**config.mk**
```make
export PLATFORM = sky130hd
export DESIGN_NAME = seq_multiplier
export DESIGN_NICKNAME = d
export VERILOG_FILES = /design/src/rtl/seq_mult_pkg.sv /design/src/rtl/seq_mult_ctrl.sv /design/src/rtl/seq_multiplier.sv
export SDC_FILE = /design/constraint.sdc
export NUM_CORES = 1
export LEC_CHECK = 0
export CORE_ASPECT_RATIO = 1.2
export CORE_MARGIN = 1.5
export CORE_UTILIZATION = 60
export CTS_CLUSTER_SIZE = 30
export DETAILED_ROUTE_END_ITERATION = 8
export GPL_TIMING_DRIVEN = 0
export PLACE_DENSITY = 0.85
export SLEW_MARGIN = 20
export SYNTH_ARGS = -nofsm -noshare
export SYNTH_HDL_FRONTEND = slang
export SYNTH_HIERARCHICAL = 1
export SYNTH_SLANG_ARGS = --single-unit
```
**constraint.sdc**
```tcl
create_clock -name clock -period 5.4 [get_ports clock]
set_input_delay 1.08 -clock clock [delete_from_list [all_inputs] [get_ports clock]]
set_output_delay 1.08 -clock clock [all_outputs]
set_load 0.01 [all_outputs]
```
**src/rtl/seq_mult_pkg.sv**
```systemverilog
// seq_mult_pkg
// Shared definitions for the sequential multiplier: controller state
// encoding, operation mode constants and the Booth pair decode values
// used when classifying {Q[0], q_prev}.
package seq_mult_pkg;

    typedef enum logic [1:0] {
        IDLE = 2'd0,
        RUN  = 2'd1,
        DONE = 2'd2
    } state_t;

    localparam logic MODE_UNSIGNED = 1'b0;
    localparam logic MODE_SIGNED   = 1'b1;

    // {Q[0], q_prev}: 01 ends a run of ones (add M), 10 starts one (subtract M).
    localparam logic [1:0] BOOTH_ADD = 2'b01;
    localparam logic [1:0] BOOTH_SUB = 2'b10;

endpackage

```
**src/rtl/seq_mult_ctrl.sv**
```systemverilog
// seq_mult_ctrl
// Controller for the sequential multiplier: state register, iteration
// counter, Moore handshake outputs and datapath enables.
//
// Ports:
//   clock, reset   rising-edge clock, asynchronous active-high reset
//   start          operation request, honoured only while ready is high
//   zero_op        a zero operand was presented (tied low when zero skip is off)
//   ready/busy/done  handshake outputs decoded from state only
//   load           capture operands into the datapath this edge
//   step           perform one shift-add / Booth iteration this edge
//   last           this edge performs the final iteration; write product
//   skip           zero operand accepted; write product = 0 and go to DONE
module seq_mult_ctrl
    import seq_mult_pkg::*;
#(
    parameter int WIDTH = 8
) (
    input  logic clock,
    input  logic reset,
    input  logic start,
    input  logic zero_op,
    output logic ready,
    output logic busy,
    output logic done,
    output logic load,
    output logic step,
    output logic last,
    output logic skip
);

    localparam int CNT_W = $clog2(WIDTH + 1);

    state_t           state;
    state_t           next_state;
    logic [CNT_W-1:0] cnt;

    // State and remaining-iteration counter.
    always_ff @(posedge clock or posedge reset) begin
        if (reset) begin
            state <= IDLE;
            cnt   <= '0;
        end else begin
            state <= next_state;
            if (load) begin
                cnt <= CNT_W'(WIDTH);
            end else if (step) begin
                cnt <= cnt - CNT_W'(1);
            end
        end
    end

    // Handshake outputs depend on state alone; acceptance is shared by
    // IDLE and DONE so back-to-back operations need no IDLE cycle.
    always_comb begin
        next_state = state;
        ready      = 1'b0;
        busy       = 1'b0;
        done       = 1'b0;
        load       = 1'b0;
        step       = 1'b0;
        last       = 1'b0;
        skip       = 1'b0;
        case (state)
            IDLE: begin
                ready = 1'b1;
            end
            RUN: begin
                busy = 1'b1;
                step = 1'b1;
                if (cnt == CNT_W'(1)) begin
                    last       = 1'b1;
                    next_state = DONE;
                end
            end
            DONE: begin
                ready      = 1'b1;
                done       = 1'b1;
                next_state = IDLE;
            end
            default: begin
                next_state = IDLE;
            end
        endcase
        if (ready && start) begin
            load = 1'b1;
            if (zero_op) begin
                skip       = 1'b1;
                next_state = DONE;
            end else begin
                next_state = RUN;
            end
        end
    end

endmodule

```
**src/rtl/seq_multiplier.sv**
```systemverilog
// seq_multiplier
// Sequential multiplier, one iteration per clock: unsigned shift-add or
// signed radix-2 Booth, chosen per operation with signed_mode.
//
// Ports:
//   clock, reset   rising-edge clock, asynchronous active-high reset
//   start          request; accepted on an edge where ready=1
//   signed_mode    1 = two's-complement Booth, 0 = unsigned (sampled with start)
//   a, b           multiplicand / multiplier (sampled with start)
//   product        2*WIDTH result, held until the next accepted start
//   ready          high in IDLE and DONE
//   busy           high while iterating
//   done           one-cycle pulse when the result is written
//
// Build option: define SEQ_MULT_ZERO_SKIP_EN to finish operations with a
// zero operand in a single cycle.
module seq_multiplier
    import seq_mult_pkg::*;
#(
    parameter int WIDTH = 8
) (
    input  logic               clock,
    input  logic               reset,
    input  logic               start,
    input  logic               signed_mode,
    input  logic [WIDTH-1:0]   a,
    input  logic [WIDTH-1:0]   b,
    output logic [2*WIDTH-1:0] product,
    output logic               ready,
    output logic               busy,
    output logic               done
);

    logic             load;
    logic             step;
    logic             last;
    logic             skip;
    logic             zero_op;

    logic [WIDTH-1:0] m;
    logic [WIDTH:0]   acc;
    logic [WIDTH-1:0] q;
    logic             q_prev;
    logic             mode;

    logic [WIDTH:0]   m_ext;
    logic [WIDTH:0]   acc_sum;
    logic [WIDTH:0]   acc_next;
    logic [WIDTH-1:0] q_next;

`ifdef SEQ_MULT_ZERO_SKIP_EN
    assign zero_op = (a == '0) || (b == '0);
`else
    assign zero_op = 1'b0;
`endif

    seq_mult_ctrl #(
        .WIDTH (WIDTH)
    ) u_ctrl (
        .clock   (clock),
        .reset   (reset),
        .start   (start),
        .zero_op (zero_op),
        .ready   (ready),
        .busy    (busy),
        .done    (done),
        .load    (load),
        .step    (step),
        .last    (last),
        .skip    (skip)
    );

    // One iteration. Acc carries an extra bit so that subtracting the most
    // negative multiplicand cannot overflow; the shift fills with that bit
    // in signed mode and with zero in unsigned mode.
    always_comb begin
        m_ext   = {1'b0, m};
        acc_sum = acc;
        if (mode == MODE_SIGNED) begin
            m_ext = {m[WIDTH-1], m};
            case ({q[0], q_prev})
                BOOTH_ADD: acc_sum = acc + m_ext;
                BOOTH_SUB: acc_sum = acc - m_ext;
                default:   acc_sum = acc;
            endcase
            acc_next = {acc_sum[WIDTH], acc_sum[WIDTH:1]};
        end else begin
            if (q[0]) begin
                acc_sum = acc + m_ext;
            end
            acc_next = {1'b0, acc_sum[WIDTH:1]};
        end
        q_next = {acc_sum[0], q[WIDTH-1:1]};
    end

    // Working registers: captured on acceptance, advanced while running.
    always_ff @(posedge clock or posedge reset) begin
        if (reset) begin
            m      <= '0;
            acc    <= '0;
            q      <= '0;
            q_prev <= 1'b0;
            mode   <= MODE_UNSIGNED;
        end else if (load) begin
            m      <= a;
            acc    <= '0;
            q      <= b;
            q_prev <= 1'b0;
            mode   <= signed_mode;
        end else if (step) begin
            acc    <= acc_next;
            q      <= q_next;
            q_prev <= q[0];
        end
    end

    // Result register, written from the final iteration's shifted value.
    always_ff @(posedge clock or posedge reset) begin
        if (reset) begin
            product <= '0;
        end else if (skip) begin
            product <= '0;
        end else if (last) begin
            product <= {acc_next[WIDTH-1:0], q_next};
        end
    end

endmodule

```
# Yosys cells after proc, flatten, opt, wreduce, memory -nomap -nowiden
# Index checks and enable logic that the tools add are counted.
# classes
n_addsub	4
eq_ne	7
mux	21
n_reduce_logical	5
# op_table
cell	count
two-way mux 9 bit	4
one-hot mux 9 bit (2 select lines)	1
two-way mux 8 bit	2
adder 9 x 8 -> 9 bit	1
adder 9 bit	1
two-way mux 1 bit	9
subtractor 9 bit	1
two-way mux 4 bit	2
== test 2 x 1 -> 1 bit (second input constant)	2
== test 2 bit (second input constant)	2
== test 4 x 1 -> 1 bit (second input constant)	1
two-way mux 2 bit	2
one-hot mux 2 bit (2 select lines)	1
subtractor 4 x 1 -> 4 bit (second input constant)	1
!= test 3 x 1 -> 1 bit (second input constant)	1
zero test 2 bit	1
!= test 2 x 1 -> 1 bit (second input constant)	1
AND reduction 2 bit	1
nonzero test 2 bit	1
OR reduction 2 bit	1
logical AND 1 bit	1
# totals
register_bits	49
inputBits	20
output_inout_bits	19
wordCells	45

# Depth between registers and ports, before layout
# depth
word_depth	6
ltp_mapped	12
depth_no_buf	12

# Cells and area by module
# The synthesis kept the hierarchy.
# modules_own_cells
mod	instances	cells_each	area_per_inst_um2	seq_area_each_um2
seq_multiplier	1	311	2849.0	1076.0
seq_mult_ctrl	1	33	330.3	150.1

# Worst setup path before layout
# OpenSTA, ideal clock, no wires.
# synth_timing
kind	register -> register
startpoint	reg q_prev
endpoint	reg acc[6]
setup_ns	0.124
arrival_ns	2.573
required_ns	5.276
path_slack_ns	2.703
path_stages_with_launch	12
n_path_buf	1
period_less_slack_ns	2.697
path_cell_list	dfrtp_1 > inv_1 > ha_1 > clkbuf_1 > mux2i_1 > ha_1 > nor2b_1 > o31a_1 > a2111oi_0 > o21ai_0 > o311a_1 > o31a_1
# synth_between
elab_chain_cells	5
elab_cells_between_ends	6
classes_between	2 x eq/ne; 4 x mux
# synth_lines
item	line	source
start: declaration	seq_multiplier.sv:43	logic q_prev;
start signal: assignment	seq_multiplier.sv:113	q_prev <= q[0];
== test 2 bit or == test 2 x 1 -> 1 bit (tied branches)	seq_multiplier.sv:81	case ({q[0], q_prev})
one-hot mux 9 bit (2 select lines) (*)	seq_multiplier.sv:81	
two-way mux 9 bit (*)	seq_multiplier.sv:79	if (mode == MODE_SIGNED) begin
two-way mux 9 bit (*)	seq_multiplier.sv:110	end else if (step) begin
two-way mux 9 bit (*)	seq_multiplier.sv:104	end else if (load) begin
end signal: assignment	seq_multiplier.sv:111	acc <= acc_next;
end: declaration	seq_multiplier.sv:41	logic [WIDTH:0] acc;
# Mark *: on every way between the ends. The rest lies on a longest branch, timed or not. The select of a mux whose other input is x is not followed.
# A chain may end at the register's enable or synchronous reset.

# Worst setup path in the final report
# Ends and elaborated chain as after synthesis.

==> results.yml <==
outcome:
  status: "complete, no violations"
worst_setup_path:
  r2r_slack_ps: 2210
  crit_start: "q_prev"
  crit_fanout: 9
  r2r-start: "q_prev"
  endpoint_kind: "flop"
  worstSetupPathType: "flop to flop"
  crit_cells: 11
  max_stage_delay_ps: 460
  cp.arrival_ps: 3390
  r2r-end: "acc[6]"
  timing.critical_path.to: "acc[6]"
  r2r_cells: 11
  critPathLaunchType: "flop"
  cp.required_ps: 5600
  worst-path-buf-inv: 2
  crit_family: "compound AO/OA/AOI/OAI gates"
  slowest_stage: "a2111oi_0"
  path_cells: "inv_1, ha_1, clkbuf_1, mux2i_1, ha_1, nor2b_1, o31a_1, a2111oi_0, o21ai_0, o311a_1, o31a_1"
sta:
  fin_crit_sh_pct: 59.0
  min_period_ps: 3190
  slew_headroom_pct: 53.5
  max_freq_ghz: 0.314
  clock_skew_ps: 10.8
  hold_viol_final: 0
  tightest_slew_ps: 697
  tns_ps: 0
  slew_viol_final: 0
  setup_viol: 0
  rsz0062_at_grt: "false"
  setup_ws_ps: 2210
clocking:
  htree_num_levels: 2
  cts_hold_buffers: 0
  cts_buffer_depth: 2
  path_clk_slew_ps: 100
  cts_made_buffers: 5
  root_buffer: "clkbuf_8"
  clkLatencyLatePin_ps: 310
  cts_sinks: 49
  cts_tree: "yes"
  postCtsSetupBuffers: 0
  ctsResizeCount: 0
cells_and_area:
  final_cell_count_no_fill: 452
  multi_input_area_sq_um: 1830
  fill_cells: 378
  fin_area_sq_um: 3770
  nNetsFinal: 433
  syn2layout_area_growth_pct: 18.6
  regArea_sq_um: 1230
  layout-drive-gt1-share_pct: 6.63
  diodes: 0
floorplan:
  ios: 39
  die_h_um: 82.7
  initial_core_util_pct: 63.5
  dieArea_sq_um: 5750
  dieWidth_um: 69.5
  row_count: 28
  core-area_sq_um: 5010
routing:
  wl_per_cell_um: 16.2
  first_iter_violations: 197
  drc: 0
  antenna_left: 0
  drt-vias-per-instance: 6.00
  wl_um: 7310
  vias: 2711
  drt-pass1-iter-count: 4
logic_synthesis:
  synth.most_common_cell: "dfrtp_1"
  synth_edf_count: 0
  async_flop_share_pct: 100
  yosys.area.top_type: "dfrtp_1"
  synthTopCellsByArea: "dfrtp_1 39%, ha_1 7.9%, mux2i_1 7.9%"
  ys_warn_count: 6
  synthCells: 344
  synth_top_area_share_pct: 38.6
  ys_types: 50
  syn_area_sq_um: 3180
  avgSynthCellArea_sq_um: 9.24
  synth_common_cells: "49 x dfrtp_1, 45 x nor2_1, 25 x mux2i_1, 23 x o21ai_0, 22 x nand2_1"
  synth.ff_latch_count: 49
  yosysSeqAreaShare_pct: 38.6
  ys.flop_type: "dfrtp_1"
placement:
  gp_congestion: 0.895
  dpl_cell_area_sq_um: 3660
  port_buffers: 38
  dp_slack_ps: 2260
  dp_cells: 444
  dp_hpwl_um: 5500
global_route:
  grt_pass1_vias: 2592
  grt_pass1_wl_um: 12000
  grt_max_degree: 34
  grt_use_total_pct: 26.3
  antenna_found_initial: 0
  grt_overflow_total: 0
power:
  powerDensity_nw_per_um2: 724
  ir_drop_v: 0.000417
  leakagePower_nw: 1.65
  power_mw: 2.73
worst_hold_path:
  hold_class: "flop to flop"
run:
  cap_violations: 0
worst min-delay path by stage:
stage                        startpoint  slack (ps)  cells past startpoint       endpoint
final                     u_ctrl/cnt[3]         500                      1  u_ctrl/cnt[3]
after global routing      u_ctrl/cnt[3]         530                      1  u_ctrl/cnt[3]
after CTS                 u_ctrl/cnt[3]         510                      1  u_ctrl/cnt[3]
after detailed placement  u_ctrl/cnt[3]         490                      1  u_ctrl/cnt[3]
after global placement    u_ctrl/cnt[3]         480                      1  u_ctrl/cnt[3]
after floorplan           u_ctrl/cnt[3]         460                      1  u_ctrl/cnt[3]
final cells by class:
class / instances / area share [%]
multi-input cells: 264 / 48.6
flip-flops and latches: 49 / 32.5
repair buffers: 39 / 10.6
well taps: 60 / 1.99
clock buffers: 6 / 1.92
inverters: 18 / 1.79
plain buffers: 14 / 1.49
clock inverters: 2 / 1.03
metrics by stage:
stage | utilization (%) | hold slack (ps)
after floorplan | - | 457
after global placement | 72.6 | 483
after detailed placement | 73.0 | 493
after CTS | 75.2 | 508
after global routing | 75.2 | 532
final | 75.2 | 503
state kept, by name (all words and copies together) (netlist names):
register,count
mode,1
m,8
acc,9
q,8
product,16
q_prev,1
u_ctrl/state,2
u_ctrl/cnt,4
kinds of logic (layout without fill, tap and decap cells):
family,count (synthesis),in the layout,synth area share (%)
simple gates,108,108,16.7
compound gates,90,90,18.6
flops,49,49,38.6
buf+inv,32,79,3.90
mux,30,30,9.64
fa+ha+maj,22,22,9.13
xor+xnor,12,12,3.31
other cells,1,2,0.118
placed cells by master (no fill, tap or decap), drive strengths merged, types with 4 or more instances in the layout:
cell	n
nand2b	5
a21oi	21
mux2	5
nor2	45
nand2	22
a21o	5
mux2i	25
nor3b	4
a211oi	13
dfrtp	49
xnor2	10
nor3	7
o21a	7
ha	20
nand3	6
o21ai	24
clkbuf	15
clkdlybuf4s50	38
nand3b	5
inv	18
o31a	6
nor2b	6
buf	6
power breakdown:
part,leakage [nW],switching (mW),internal (mW)
sequential,0.628,0.168,0.528
clock,0.0554,0.130,0.139
combinational,0.963,0.953,0.811
layer usage:
layer	up-vias	global-route usage [%]	part of all wire (%)
li1	1314	-	-
met1	1301	32.2	44
met2	84	48.1	49
met3	12	3.88	5.0
met4	0	8.82	2.1
met5	-	0	0
Note: power is estimated with default switching activity, not from simulation.
